==> src/rtl/rf_wport_arb_pkg.sv <==
// Shared definitions for the register-file write-port arbiter.
// Holds the register-file address/data widths, the register-zero constant,
// the grant-source encoding and a small hazard-compare helper.
package rf_wport_arb_pkg;

  localparam int RF_ADDR_W = 5;
  localparam int RF_DATA_W = 32;
  localparam logic [RF_ADDR_W-1:0] REG_ZERO = '0;

  // Which source owns the register-file write port this cycle.
  typedef enum logic [1:0] {
    GRANT_IDLE   = 2'd0,
    GRANT_WB     = 2'd1,
    GRANT_QUEUE  = 2'd2,
    GRANT_BYPASS = 2'd3
  } grant_e;

  // A pending destination matches a read port only for a real register;
  // r0 is hard-wired and can never carry a hazard.
  function automatic logic rd_hit(input logic [RF_ADDR_W-1:0] dst,
                                  input logic [RF_ADDR_W-1:0] rd);
    return (dst == rd) && (rd != REG_ZERO);
  endfunction

endpackage

==> src/rtl/rf_wq.sv <==
// In-order mul/div result queue.
// Each slot carries a valid bit that a writeback to the same destination can
// clear (WAW kill); a killed slot keeps its place and still pops in order.
// Ports:
//   clock, rst                 clock, synchronous active-high reset
//   i_push/i_push_addr/_data   enqueue a result (ignored when full)
//   i_pop                      drop the head slot (ignored when empty)
//   i_kill_en/i_kill_addr      clear valid on every slot whose addr matches
//   o_full, o_empty            occupancy flags
//   o_head_valid/_addr/_data   current head slot (valid gated by !empty)
//   o_ent_valid, o_ent_addr    all slots in parallel, for the hazard compare
module rf_wq
  import rf_wport_arb_pkg::*;
#(
  parameter int DEPTH = 2
) (
  input  logic                              clock,
  input  logic                              rst,
  input  logic                              i_push,
  input  logic [RF_ADDR_W-1:0]              i_push_addr,
  input  logic [RF_DATA_W-1:0]              i_push_data,
  input  logic                              i_pop,
  input  logic                              i_kill_en,
  input  logic [RF_ADDR_W-1:0]              i_kill_addr,
  output logic                              o_full,
  output logic                              o_empty,
  output logic                              o_head_valid,
  output logic [RF_ADDR_W-1:0]              o_head_addr,
  output logic [RF_DATA_W-1:0]              o_head_data,
  output logic [DEPTH-1:0]                  o_ent_valid,
  output logic [DEPTH-1:0][RF_ADDR_W-1:0]   o_ent_addr
);

  localparam int PW = $clog2(DEPTH);

  // Pointers carry one extra wrap bit so full and empty are distinguishable.
  logic [PW:0]          r_wr_ptr;
  logic [PW:0]          r_rd_ptr;
  logic [DEPTH-1:0]     r_valid;
  logic [RF_ADDR_W-1:0] r_addr [DEPTH];
  logic [RF_DATA_W-1:0] r_data [DEPTH];

  logic [PW-1:0] w_wr_idx;
  logic [PW-1:0] w_rd_idx;
  logic          w_push_ok;
  logic          w_pop_ok;

  assign w_wr_idx  = r_wr_ptr[PW-1:0];
  assign w_rd_idx  = r_rd_ptr[PW-1:0];
  assign o_empty   = (r_wr_ptr == r_rd_ptr);
  assign o_full    = (r_wr_ptr[PW] != r_rd_ptr[PW]) && (w_wr_idx == w_rd_idx);
  assign w_push_ok = i_push && !o_full;
  assign w_pop_ok  = i_pop && !o_empty;

  assign o_head_valid = !o_empty && r_valid[w_rd_idx];
  assign o_head_addr  = r_addr[w_rd_idx];
  assign o_head_data  = r_data[w_rd_idx];
  assign o_ent_valid  = r_valid;

  for (genvar gi = 0; gi < DEPTH; gi++) begin : g_ent
    assign o_ent_addr[gi] = r_addr[gi];
  end

  always_ff @(posedge clock) begin
    if (rst) begin
      r_wr_ptr <= '0;
      r_rd_ptr <= '0;
    end else begin
      if (w_push_ok) r_wr_ptr <= r_wr_ptr + 1'b1;
      if (w_pop_ok)  r_rd_ptr <= r_rd_ptr + 1'b1;
    end
  end

  // Push and pop can never target the same slot (that would need the queue
  // to be both full and empty), so the priority below only orders kill.
  always_ff @(posedge clock) begin
    if (rst) begin
      r_valid <= '0;
    end else begin
      for (int i = 0; i < DEPTH; i++) begin
        if (w_push_ok && (w_wr_idx == PW'(i))) begin
          r_valid[i] <= 1'b1;
        end else if (w_pop_ok && (w_rd_idx == PW'(i))) begin
          r_valid[i] <= 1'b0;
        end else if (i_kill_en && (r_addr[i] == i_kill_addr)) begin
          r_valid[i] <= 1'b0;
        end
      end
    end
  end

  always_ff @(posedge clock) begin
    if (w_push_ok) begin
      r_addr[w_wr_idx] <= i_push_addr;
      r_data[w_wr_idx] <= i_push_data;
    end
  end

endmodule

==> src/rtl/rf_wport_arb.sv <==
// Write-port arbiter and scoreboard for the general register file.
// Shares the single write port between the writeback stage (priority) and
// the mul/div unit, whose results are queued in order in rf_wq. Tracks
// pending mul/div destinations for decode hazard stalls and asks for a
// writeback bubble when queued results have been starved too long.
// Ports:
//   clock, rst                 clock, synchronous active-high reset
//   pause                      pipeline pause: no pop, no bypass
//   wb_wren/wb_addr/wb_data    writeback write request
//   md_valid/md_addr/md_data   mul/div result, md_ready = queue not full
//   rd_addr_a/rd_addr_b        decode read addresses; hz_stall on a hit
//   drain_req                  starvation bubble request
//   rf_data/rf_wraddress/rf_wren  register-file write inputs (combinational)
module rf_wport_arb
  import rf_wport_arb_pkg::*;
#(
  parameter int DEPTH      = 2,
  parameter int STARVE_MAX = 4
) (
  input  logic                 clock,
  input  logic                 rst,
  input  logic                 pause,
  input  logic                 wb_wren,
  input  logic [RF_ADDR_W-1:0] wb_addr,
  input  logic [RF_DATA_W-1:0] wb_data,
  input  logic                 md_valid,
  input  logic [RF_ADDR_W-1:0] md_addr,
  input  logic [RF_DATA_W-1:0] md_data,
  output logic                 md_ready,
  input  logic [RF_ADDR_W-1:0] rd_addr_a,
  input  logic [RF_ADDR_W-1:0] rd_addr_b,
  output logic                 hz_stall,
  output logic                 drain_req,
  output logic [RF_DATA_W-1:0] rf_data,
  output logic [RF_ADDR_W-1:0] rf_wraddress,
  output logic                 rf_wren
);

  localparam int CW = $clog2(STARVE_MAX + 1);

  logic [CW-1:0]        r_starve_cnt;
  logic [RF_ADDR_W-1:0] r_last_addr;
  logic [RF_DATA_W-1:0] r_last_data;

  grant_e                            w_grant;
  logic                              w_wb_win;
  logic                              w_push;
  logic                              w_pop;
  logic                              w_q_full;
  logic                              w_q_empty;
  logic                              w_head_valid;
  logic [RF_ADDR_W-1:0]              w_head_addr;
  logic [RF_DATA_W-1:0]              w_head_data;
  logic [DEPTH-1:0]                  w_ent_valid;
  logic [DEPTH-1:0][RF_ADDR_W-1:0]   w_ent_addr;
  logic                              w_hz;

  rf_wq #(
    .DEPTH (DEPTH)
  ) u_wq (
    .clock        (clock),
    .rst          (rst),
    .i_push       (w_push),
    .i_push_addr  (md_addr),
    .i_push_data  (md_data),
    .i_pop        (w_pop),
    .i_kill_en    (w_wb_win),
    .i_kill_addr  (wb_addr),
    .o_full       (w_q_full),
    .o_empty      (w_q_empty),
    .o_head_valid (w_head_valid),
    .o_head_addr  (w_head_addr),
    .o_head_data  (w_head_data),
    .o_ent_valid  (w_ent_valid),
    .o_ent_addr   (w_ent_addr)
  );

  assign w_wb_win = wb_wren && (wb_addr != REG_ZERO);
  assign md_ready = !rst && !w_q_full;

  always_comb begin
    w_grant = GRANT_IDLE;
    if (rst) begin
      w_grant = GRANT_IDLE;
    end else if (w_wb_win) begin
      w_grant = GRANT_WB;
    end else if (!pause && !w_q_empty) begin
      w_grant = GRANT_QUEUE;
    end else if (!pause && md_valid) begin
      w_grant = GRANT_BYPASS;
    end
  end

  // A bypassed result (including a discarded r0 result) never enters the
  // queue; r0 results are accepted but dropped on every path.
  assign w_pop  = (w_grant == GRANT_QUEUE);
  assign w_push = md_valid && md_ready && (w_grant != GRANT_BYPASS) &&
                  (md_addr != REG_ZERO);

  always_comb begin
    rf_wren      = 1'b0;
    rf_wraddress = r_last_addr;
    rf_data      = r_last_data;
    case (w_grant)
      GRANT_WB: begin
        rf_wren      = 1'b1;
        rf_wraddress = wb_addr;
        rf_data      = wb_data;
      end
      GRANT_QUEUE: begin
        // A killed head still pops, but writes nothing.
        if (w_head_valid) begin
          rf_wren      = 1'b1;
          rf_wraddress = w_head_addr;
          rf_data      = w_head_data;
        end
      end
      GRANT_BYPASS: begin
        if (md_addr != REG_ZERO) begin
          rf_wren      = 1'b1;
          rf_wraddress = md_addr;
          rf_data      = md_data;
        end
      end
      default: begin
        rf_wren = 1'b0;
      end
    endcase
    if (rst) begin
      rf_wraddress = '0;
      rf_data      = '0;
    end
  end

  // Hazard: any live queued destination, plus the incoming result whenever
  // it is not being written straight through this cycle.
  always_comb begin
    w_hz = 1'b0;
    for (int i = 0; i < DEPTH; i++) begin
      if (w_ent_valid[i] &&
          (rd_hit(w_ent_addr[i], rd_addr_a) || rd_hit(w_ent_addr[i], rd_addr_b))) begin
        w_hz = 1'b1;
      end
    end
    if (md_valid && (w_grant != GRANT_BYPASS) &&
        (rd_hit(md_addr, rd_addr_a) || rd_hit(md_addr, rd_addr_b))) begin
      w_hz = 1'b1;
    end
  end

  assign hz_stall  = !rst && w_hz;
  assign drain_req = !rst && (r_starve_cnt == CW'(STARVE_MAX));

  always_ff @(posedge clock) begin
    if (rst) begin
      r_starve_cnt <= '0;
    end else if (w_pop || w_q_empty) begin
      r_starve_cnt <= '0;
    end else if (w_wb_win && (r_starve_cnt != CW'(STARVE_MAX))) begin
      r_starve_cnt <= r_starve_cnt + 1'b1;
    end
  end

  // Idle cycles replay the last written address/data.
  always_ff @(posedge clock) begin
    if (rst) begin
      r_last_addr <= '0;
      r_last_data <= '0;
    end else if (rf_wren) begin
      r_last_addr <= rf_wraddress;
      r_last_data <= rf_data;
    end
  end

endmodule
==> config.mk <==
export PLATFORM = sky130hd
export DESIGN_NAME = rf_wport_arb
export DESIGN_NICKNAME = d
export VERILOG_FILES = /design/src/rtl/rf_wport_arb_pkg.sv /design/src/rtl/rf_wq.sv /design/src/rtl/rf_wport_arb.sv
export SDC_FILE = /design/constraint.sdc
export NUM_CORES = 1
export LEC_CHECK = 0
export CAP_MARGIN = 40
export CORE_ASPECT_RATIO = 0.6
export CORE_MARGIN = 8
export CORE_UTILIZATION = 35
export DETAILED_ROUTE_END_ITERATION = 10
export PLACE_DENSITY = 0.55
export RECOVER_POWER = 50
export REMOVE_ABC_BUFFERS = 1
export SKIP_CTS_REPAIR_TIMING = 1
export SLEW_MARGIN = 20
export SYNTH_ARGS = -nofsm -noshare
export SYNTH_HDL_FRONTEND = slang
export SYNTH_SLANG_ARGS = --single-unit
==> constraint.sdc <==
create_clock -name clock -period 4.28 [get_ports clock]
set_input_delay 0.642 -clock clock [delete_from_list [all_inputs] [get_ports clock]]
set_output_delay 0.642 -clock clock [all_outputs]
set_load 0.05 [all_outputs]
==> flow_metrics.tcl, run 1 <==
set metrics [dict create \
    slowest_stage "clkdlybuf4s50_1" \
    status "completed" \
    yosysUniqueCellTypes 48 \
    min_period_over_period_pct 93.3 \
    syn_avg_cell_area_um2 11.2 \
    ys_warn_count 0 \
    cp-end-kind "output port" \
    antenna_found_initial 0 \
    fillers 1656 \
    grt_pass1_vias 5666 \
    clkSlewWorstSetupHoldPaths_ns 0.05 \
    cp_max_fo 14 \
    wl_per_cell_um 21.6 \
    routed_wl_um 21200 \
    insertion_delay_ns 0.41 \
    cp_cell_sequence "clkdlybuf4s50_1 > or3_1 > o22a_1 > nor3_4 > buf_4 > a221oi_1 > a211oi_1 > buf_12" \
    rsz0062_at_grt "false" \
    worstMarginPinSlew_ns 1.39 \
    cpPeakStageDelay_ns 0.51 \
    die-height_um 123 \
    clockRootBuffer "clkbuf_16" \
    setup_slack_ns 0.288 \
    skew_ns 0.0122 \
    io_pins 130 \
    grt_first_pass_wirelength_um 33200 \
    gp_congestion 0.813 \
    core_area_um2 18800 \
    vias_per_cell 5.59 \
    nets 815 \
    antenna_cells 0 \
    cts_buffers 17 \
    finalSetupViolCount 0 \
    ys_seq_area_share_pct 47.4 \
    drive_above_1_share_pct 20.3 \
    grt_overflow 0 \
    cts_tree "built" \
    firstDrtPassIters 5 \
    ant_nets 0 \
    die-width_um 194 \
    htree_levels 4 \
    max_freq_mhz 251 \
    min_path_type "flip-flop to flip-flop" \
    crit_arrival_ns 3.35 \
    drc_errors 0 \
    dpl_cell_area_um2 8680 \
    ys_ff_latch 121 \
    netlist_area_um2 6670 \
    grt_usage_pct 17.9 \
    drt_iter0_markers 404 \
    cts_sinks 121 \
    grt_max_degree 52 \
    final_max_slew_viol_count 0 \
    critPathLaunchType "primary input" \
    dpl.hpwl_um 15200 \
    p_leak_nw 3.12 \
    power.density_nw_per_um2 391 \
    start_util_pct 35.4 \
    area_delta_synth_final_pct 38.8 \
    peakVddDrop_v 0.000237 \
    final_hold_viol_count 0 \
    pre_cts_slack_ns 0.320 \
    port-buffer-count 129 \
    final_area_um2 9260 \
    drv_cap 0 \
    cp.required_ns 3.64 \
    rows 39 \
    clockBufferDepth 2 \
    synth_cells 597 \
    path_class "primary input to output port" \
    period_needed_ns 3.99 \
    vias 5480 \
    setup_tns_ns 0 \
    slew_headroom_pct 7.08 \
    die_area_um2 23900 \
]
-- path summary, 6_finish.rpt --
kind	from	to	slack, ns	cells past startpoint
max	wb_addr[0]	rf_data[15]	0.29	8
min reg2reg	r_last_addr[4]$_SDFFE_PP0P_	r_last_addr[4]$_SDFFE_PP0P_	0.49	2
max reg2reg	u_wq.r_rd_ptr[0]$_SDFFE_PP0N_	u_wq.r_data[0][5]$_DFFE_PP_	1.16	5
min	r_last_addr[4]$_SDFFE_PP0P_	r_last_addr[4]$_SDFFE_PP0P_	0.49	2
-- metrics by stage --
stage | hold slack [ns] | std cells | utilization (%) | total power [mW]
after floorplan | 0.450 | 550 | - | 1.74
after global placement | 0.465 | 949 | 46.1 | 2.10
after detailed placement | 0.477 | 949 | 46.1 | 2.12
after CTS | 0.492 | 981 | 49.5 | 3.67
after global routing | 0.516 | 981 | 49.2 | 3.76
final | 0.491 | 981 | 49.2 | 3.62
-- cell families after synthesis --
family / after synthesis / share of synthesized area (%)
AOI/OAI and AO/OA: 168 / 21.7
adders and majority gates: 4 / 0.750
xor gates and xnor gates: 48 / 6.30
muxes: 73 / 11.6
and+or+nand+nor: 127 / 8.57
DFF: 121 / 47.4
buffers and inverters: 56 / 3.71
-- registers in the layout, indices dropped and copies added (netlist names), named ones only --
register          count
u_wq.r_addr          10
u_wq.r_wr_ptr         2
r_last_addr           5
u_wq.r_data          64
u_wq.r_rd_ptr         2
r_starve_cnt          3
u_wq.o_ent_valid      2
r_last_data          32
-- synth_stat cells, drive strengths merged --
| cell | instances | area, um^2 |
|---|---|---|
| nor4 | 4 | 25.0 |
| o21ai | 2 | 10.0 |
| nor2b | 1 | 6.26 |
| o311ai | 1 | 8.76 |
| and4 | 1 | 8.76 |
| nand3 | 4 | 20.0 |
| nand4 | 1 | 6.26 |
| clkbuf | 27 | 101 |
| a21o | 1 | 7.51 |
| ha | 4 | 50.1 |
| a2bb2oi | 6 | 52.6 |
| a211oi | 64 | 480 |
| nor3 | 12 | 76.3 |
| a31oi | 9 | 56.3 |
| o2111a | 1 | 11.3 |
| inv | 9 | 33.8 |
| or3 | 4 | 30.0 |
| a211o | 1 | 8.76 |
| o2111ai | 1 | 8.76 |
| a221oi | 31 | 397 |
| o221ai | 12 | 105 |
| o22a | 1 | 8.76 |
| nor2 | 49 | 189 |
| a21oi | 4 | 20.0 |
| edfxtp | 74 | 2220 |
| or2 | 2 | 12.5 |
| and4b | 1 | 10.0 |
| or4 | 1 | 7.51 |
| xnor2 | 21 | 184 |
| a311oi | 1 | 8.76 |
| buf | 20 | 113 |
| o31a | 1 | 8.76 |
| mux2 | 33 | 372 |
| o31ai | 1 | 21.3 |
| xor2 | 27 | 236 |
| nand3b | 1 | 7.51 |
| dfxtp | 47 | 941 |
| nand2 | 46 | 173 |
| mux2i | 40 | 400 |
| o211ai | 31 | 233 |
-- layout by cell type, fill, tap and decap left out, types with 3 or more instances in the layout --
cell and n:
a211oi_1 64, a2bb2oi_1 6, nor2_1 47, mux2i_1 40, clkinv_2 3, buf_12 40
a221oi_1 13, or3_1 4, buf_4 19, clkbuf_8 3, o211ai_1 31, a221oi_2 18
a21oi_1 4, nand3_1 4, clkdlybuf4s50_1 54, clkbuf_16 17, mux2_2 33, bufinv_16 4
dfxtp_1 46, dlygate4sd3_1 37, ha_1 4, nor3_1 11, nand2_1 45, clkbuf_1 3
edfxtp_1 74, inv_1 8, o221ai_1 12, xnor2_1 21, xor2_1 27, a31oi_1 9
nor4_1 4
-- layout make-up --
class | count | area [um^2] | area share, %
Timing Repair Buffer | 153 | 1870 | 20.2
Tap cell | 246 | 308 | 3.32
Clock buffer | 21 | 470 | 5.08
Inverter | 9 | 33.8 | 0.365
Clock inverter | 11 | 168 | 1.81
Multi-Input combinational cell | 420 | 3250 | 35.1
Sequential cell | 121 | 3160 | 34.2
-- worst max-delay path: cells and delay by family --
kind / cells / cell delay, ns
AO/OA/AOI/OAI: 3 / 0.92
AND/OR/NAND/NOR: 2 / 0.74
buffers and inverters: 3 / 1.03
-- where the power goes --
| group | total (mW) | internal [mW] | leakage [nW] | switching, mW |
|---|---|---|---|---|
| logic | 0.735 | 0.317 | 1.75 | 0.419 |
| registers | 1.34 | 1.30 | 1.06 | 0.0391 |
| clock network | 1.54 | 1.02 | 0.309 | 0.521 |
-- routing by layer --
metal,track usage (%),vias to the layer above,share of wire [%]
met5,0,-,0
met4,4.61,0,0.81
met3,4.27,12,4.6
met2,26.6,149,42
met1,25.8,2714,52
li1,-,2605,-
Power figures use the tool's default switching activity.
==> run 2: changes to the inputs <==
CORE_UTILIZATION = 47   (was 35)
PLACE_DENSITY = 0.73   (was 0.55)
clock period = 3.2 ns   (was 4.28 ns; I/O delays follow)
==> run 2 against run 1 <==
Effect of this change: die area fell by 23%; clock-buffer cell count fell by 3; register-to-register slack got worse by 0.43 ns; clock power rose by 23%; largest power group unchanged; routed wire length rose by 6.4%; highest routed layer is now met5.
==> flow_metrics.tcl, run 2 (same netlist as run 1, synthesis figures left out) <==
set metrics [dict create \
    skew_ns 0.0133 \
    grt_first_pass_wirelength_um 32300 \
    reg_top3 "u_wq.r_data: 64 flops, r_last_data: 32 flops, u_wq.r_addr: 10 flops" \
    worstReg2RegStart "u_wq.r_wr_ptr[1]$_SDFFE_PP0N_" \
    max_freq_mhz 320 \
    cts_tree "built" \
    core_area_um2 13700 \
    routed_wl_um 22600 \
    period_needed_ns 3.13 \
    firstDrtPassIters 5 \
    layout_common_cells "edfxtp_1 (74), buf_4 (58), clkdlybuf4s50_1 (52)" \
    drt_iter0_markers 646 \
    cts_buffers 17 \
    min_path_type "flip-flop to flip-flop" \
    gp_congestion 0.960 \
    dpl.hpwl_um 15000 \
    die_area_um2 18400 \
    cp-end-kind "output port" \
    clockBufferDepth 2 \
    status "completed" \
    cp.required_ns 2.72 \
    start_util_pct 48.5 \
    nets 872 \
    slew_headroom_pct 44.9 \
    vias 6052 \
    grt_usage_pct 22.5 \
    ant_nets 0 \
    largest_register_ffs 64 \
    rows 33 \
    fillers 916 \
    vias_per_cell 6.15 \
    finalSetupViolCount 0 \
    final_max_slew_viol_count 0 \
    crit_arrival_ns 2.65 \
    peakVddDrop_v 0.000376 \
    final_cells 984 \
    multiInputGateArea_um2 3520 \
    total_power_mw 4.87 \
    grt_max_degree 63 \
    antenna_cells 0 \
    top_register "u_wq.r_data" \
    layout_commonest_cell "edfxtp_1" \
    die-height_um 108 \
    hp-start "r_last_addr[3]$_SDFFE_PP0P_" \
    path_class "flip-flop to output port" \
    p_leak_nw 3.53 \
    drv_cap 0 \
    clockRootBuffer "clkbuf_16" \
    grt_overflow 0 \
    die-width_um 170 \
    worstMarginPinSlew_ns 0.825 \
    min_period_over_period_pct 97.8 \
    antenna_found_initial 1 \
    area_delta_synth_final_pct 50.8 \
    insertion_delay_ns 0.41 \
    cts_sinks 121 \
    busiest_layer "met2" \
    final_hold_viol_count 0 \
    clkSlewWorstSetupHoldPaths_ns 0.06 \
    drive_above_1_share_pct 32.2 \
    register_area_um2 3170 \
    grtUsageMet2_pct 33.2 \
    power.density_nw_per_um2 484 \
    cp_max_fo 10 \
    grtUsageMet3_pct 6.48 \
    wl_per_cell_um 23.0 \
    dp_cells 942 \
    setup_slack_ns 0.0719 \
    io_pins 130 \
    grt_pass1_vias 5934 \
    gr-usage-met1_pct 31.0 \
    holdWs_ns 0.493 \
    drc_errors 0 \
    pre_cts_slack_ns -0.211 \
    worstSetupStartpoint "u_wq.r_rd_ptr[0]$_SDFFE_PP0N_" \
    port-buffer-count 129 \
    critPathLaunchType "flip-flop" \
    htree_levels 4 \
]
[run 2: cell types whose count changed in the layout (fill, tap and decap cells not counted), sizes merged, moves of 2 or more]
cell	delta
clkinvlp	+4
dlygate4sd3	-5
clkbuf	+3
dlymetal6s2s	+5
buf	+53
clkdlybuf4s50	-2
bufinv	-2
[run 2: area by class of cell]
class                   instances  area share [%]
multi-input cells             420            35.0
flip-flops and latches        121            31.5
repair buffers                210            25.0
clock buffers                  18            4.36
well taps                     192            2.39
clock inverters                14            1.48
inverters                       9           0.336
[run 2: worst paths after layout]
kind / cells past startpoint / end / slack [ns]
hold / removal: 2 / r_last_addr[3]$_SDFFE_PP0P_ / 0.49
hold reg to reg: 2 / r_last_addr[3]$_SDFFE_PP0P_ / 0.49
setup reg to reg: 5 / u_wq.r_data[0][22]$_DFFE_PP_ / 0.73
setup / recovery: 9 / rf_data[6] / 0.07
[run 2: metrics by stage]
stage	TNS (ns)	cell area, um^2	utilization [%]
2_1_floorplan	-63.48	6460	-
3_5_place_dp	-3.28	9030	65.7
6_report	0	10100	73.2
3_3_place_gp	-2.13	9030	65.7
5_1_grt	-0.0751	10100	73.2
4_1_cts	-3.51	9620	69.9
[run 2: report_power, final]
| group | total (mW) | internal, mW | switching, mW | leakage, nW |
|---|---|---|---|---|
| Clock | 1.90 | 1.17 | 0.729 | 0.269 |
| Sequential | 1.80 | 1.74 | 0.0600 | 1.06 |
| Combinational | 1.17 | 0.541 | 0.628 | 2.20 |
[run 2: layer usage]
metal	vias up	routed length (um)
li1	2701	-
met1	2984	10000
met2	320	10000
met3	45	2150
met4	2	360
met5	-	8
[run 2: critical path: stages, from the launching register on]
cell,delay (ns)
dfxtp_2,0.43
xor2_1,0.12
or3_1,0.42
nor3_4,0.25
buf_4,0.17
buf_12,0.14
a221oi_2,0.09
a211oi_2,0.31
buf_4,0.17
buf_12,0.12
==> run 3: changes to the inputs <==
CORE_MARGIN = 2   (was 8)
SKIP_CTS_REPAIR_TIMING = default   (was 1)
==> run 3 against run 2 <==
Effect of this change: combinational power hardly changed; final area increased by 0.68%; via count grew 1.1%; largest power group is now registers; die area shrank 17%; clock-buffer cell count rose by 1; clock power decreased by 5%; critical endpoint is now rf_data[21]; cell count is 2.6% higher.
==> flow_metrics.tcl, run 3 (same netlist as run 1, synthesis figures left out) <==
set metrics [dict create \
    status "completed" \
    cts_buffers 17 \
    largest_register_ffs 64 \
    gp_congestion 0.950 \
    cp_max_fo 7 \
    reg_top3 "u_wq.r_data: 64 flops, r_last_data: 32 flops, u_wq.r_addr: 10 flops" \
    final_max_slew_viol_count 0 \
    p_leak_nw 3.61 \
    final_hold_viol_count 0 \
    wl_per_cell_um 21.8 \
    nets 894 \
    io_pins 130 \
    cpPeakStageDelay_ns 0.41 \
    hp-start "rst" \
    htree_levels 4 \
    rows 33 \
    worstMarginPinSlew_ns 0.582 \
    worstSetupStartpoint "u_wq.r_wr_ptr[0]$_SDFFE_PP0N_" \
    cts_sinks 121 \
    insertion_delay_ns 0.42 \
    grt_first_pass_wirelength_um 33400 \
    post-route-util_pct 73.7 \
    drive_above_1_share_pct 32.3 \
    grt_overflow 0 \
    crit_arrival_ns 2.70 \
    die-width_um 158 \
    vias_per_cell 6.06 \
    skew_ns 0.00730 \
    grt_max_degree 63 \
    core_area_um2 13700 \
    max_freq_mhz 315 \
    finalSetupViolCount 0 \
    worstReg2RegStart "u_wq.r_rd_ptr[1]$_SDFFE_PP0N_" \
    routed_wl_um 22000 \
    start_util_pct 48.5 \
    cts_tree "built" \
    crit_path_frequent_cell "buf_6" \
    port-buffer-count 129 \
    path_class "flip-flop to output port" \
    clkSlewWorstSetupHoldPaths_ns 0.06 \
    vias 6118 \
    period_needed_ns 3.18 \
    slew_headroom_pct 61.2 \
    antenna_found_initial 4 \
    min_period_over_period_pct 99.2 \
    layout_common_cells "buf_4 (82), edfxtp_1 (74), a211oi_1 (51), clkdlybuf4s50_1 (51)" \
    dpl.hpwl_um 15300 \
    firstDrtPassIters 5 \
    top_register "u_wq.r_data" \
    rsz0062_at_grt "true" \
    layout_commonest_cell "buf_4" \
    clockRootBuffer "clkbuf_16" \
    area_delta_synth_final_pct 51.9 \
    clockBufferDepth 2 \
    critPathLaunchType "flip-flop" \
    grt_usage_pct 29.7 \
    power.density_nw_per_um2 473 \
    die-height_um 96.3 \
    holdWs_ns 0.412 \
    cp-end-kind "output port" \
    cp.required_ns 2.72 \
    cp_cell_sequence "xor2_1 > or3_4 > nor3_4 > buf_6 > buf_6 > a221oi_4 > a211oi_2 > buf_4 > buf_12" \
    cts_hold_buf 0 \
    grt_pass1_vias 5998 \
    drt_iter0_markers 572 \
    ant_nets 0 \
    drc_errors 0 \
    slowest_stage "or3_4" \
    die_area_um2 15200 \
    peakVddDrop_v 0.000309 \
    min_path_type "primary input to flip-flop" \
    total_power_mw 4.79 \
    drv_cap 0 \
]
## run 3: cell count changes in the layout (fill, tap and decap cells not counted), moves of 5 or more
cell       previous run  this run
a221oi_2             26        20
buf_4                58        82
clkbuf_16            22        17
nor2_1               33        43
nor2_2               12         3
## run 3: metal layers
| layer | track usage [%] | routed length [um] | vias to the layer above |
|---|---|---|---|
| met5 | 0 | 13 | - |
| met3 | 10.3 | 2600 | 29 |
| met4 | 7.73 | 181 | 2 |
| met1 | 43.0 | 9970 | 2961 |
| li1 | - | - | 2769 |
| met2 | 42.2 | 9230 | 357 |
## run 3: what timing repair did
| action | in CTS | in global routing |
|---|---|---|
| setup endpoints to repair | 36 | 37 |
| cloned | 1 | 0 |
| pin swaps | 8 | 4 |
| buffers inserted | 3 | 2 |
| gates resized for setup | 36 | 23 |
## run 3: final timing paths
path / end / slack (ns) / cells after the start
setup / recovery: rf_data[21] / 0.02 / 9
hold / removal: r_last_data[19]$_SDFFE_PP0P_ / 0.41 / 2
setup reg to reg: u_wq.r_data[0][0]$_DFFE_PP_ / 0.95 / 5
hold reg to reg: u_wq.r_wr_ptr[1]$_SDFFE_PP0N_ / 0.49 / 1
## run 3: cell type report
| cell class | count | area (um^2) |
|---|---|---|
| clock buffers | 19 | 433 |
| multi-input cells | 420 | 3510 |
| inverters | 9 | 33.8 |
| clock inverters | 13 | 124 |
| flip-flops and latches | 121 | 3170 |
| fillers | 889 | 3620 |
| diodes | 4 | 10.0 |
| well taps | 192 | 240 |
| repair buffers | 232 | 2600 |
## run 3: stage by stage
step	setup WS, ns	std cells	instance area [um^2]	setup TNS [ns]
finish	0.0243	1010	10100	0
global route	-0.0410	1006	10100	-0.0611
CTS	-0.0605	1004	10000	-0.766
detailed placement	-0.153	968	9230	-1.98
global placement	-0.136	967	9200	-1.68
floorplan	-1.19	550	6460	-63.48
## run 3: report_power, final
group	switching [mW]	internal (mW)
Combinational	0.630	0.555
Clock	0.731	1.07
Sequential	0.0589	1.74
Total	1.42	3.37
## run 3: critical path, delay by kind of cell (launching register included)
family          cells  cell delay, ns
flops               1            0.37
compound gates      2            0.38
xor+xnor            1            0.20
simple gates        2            0.71
buf+inv             4            0.63
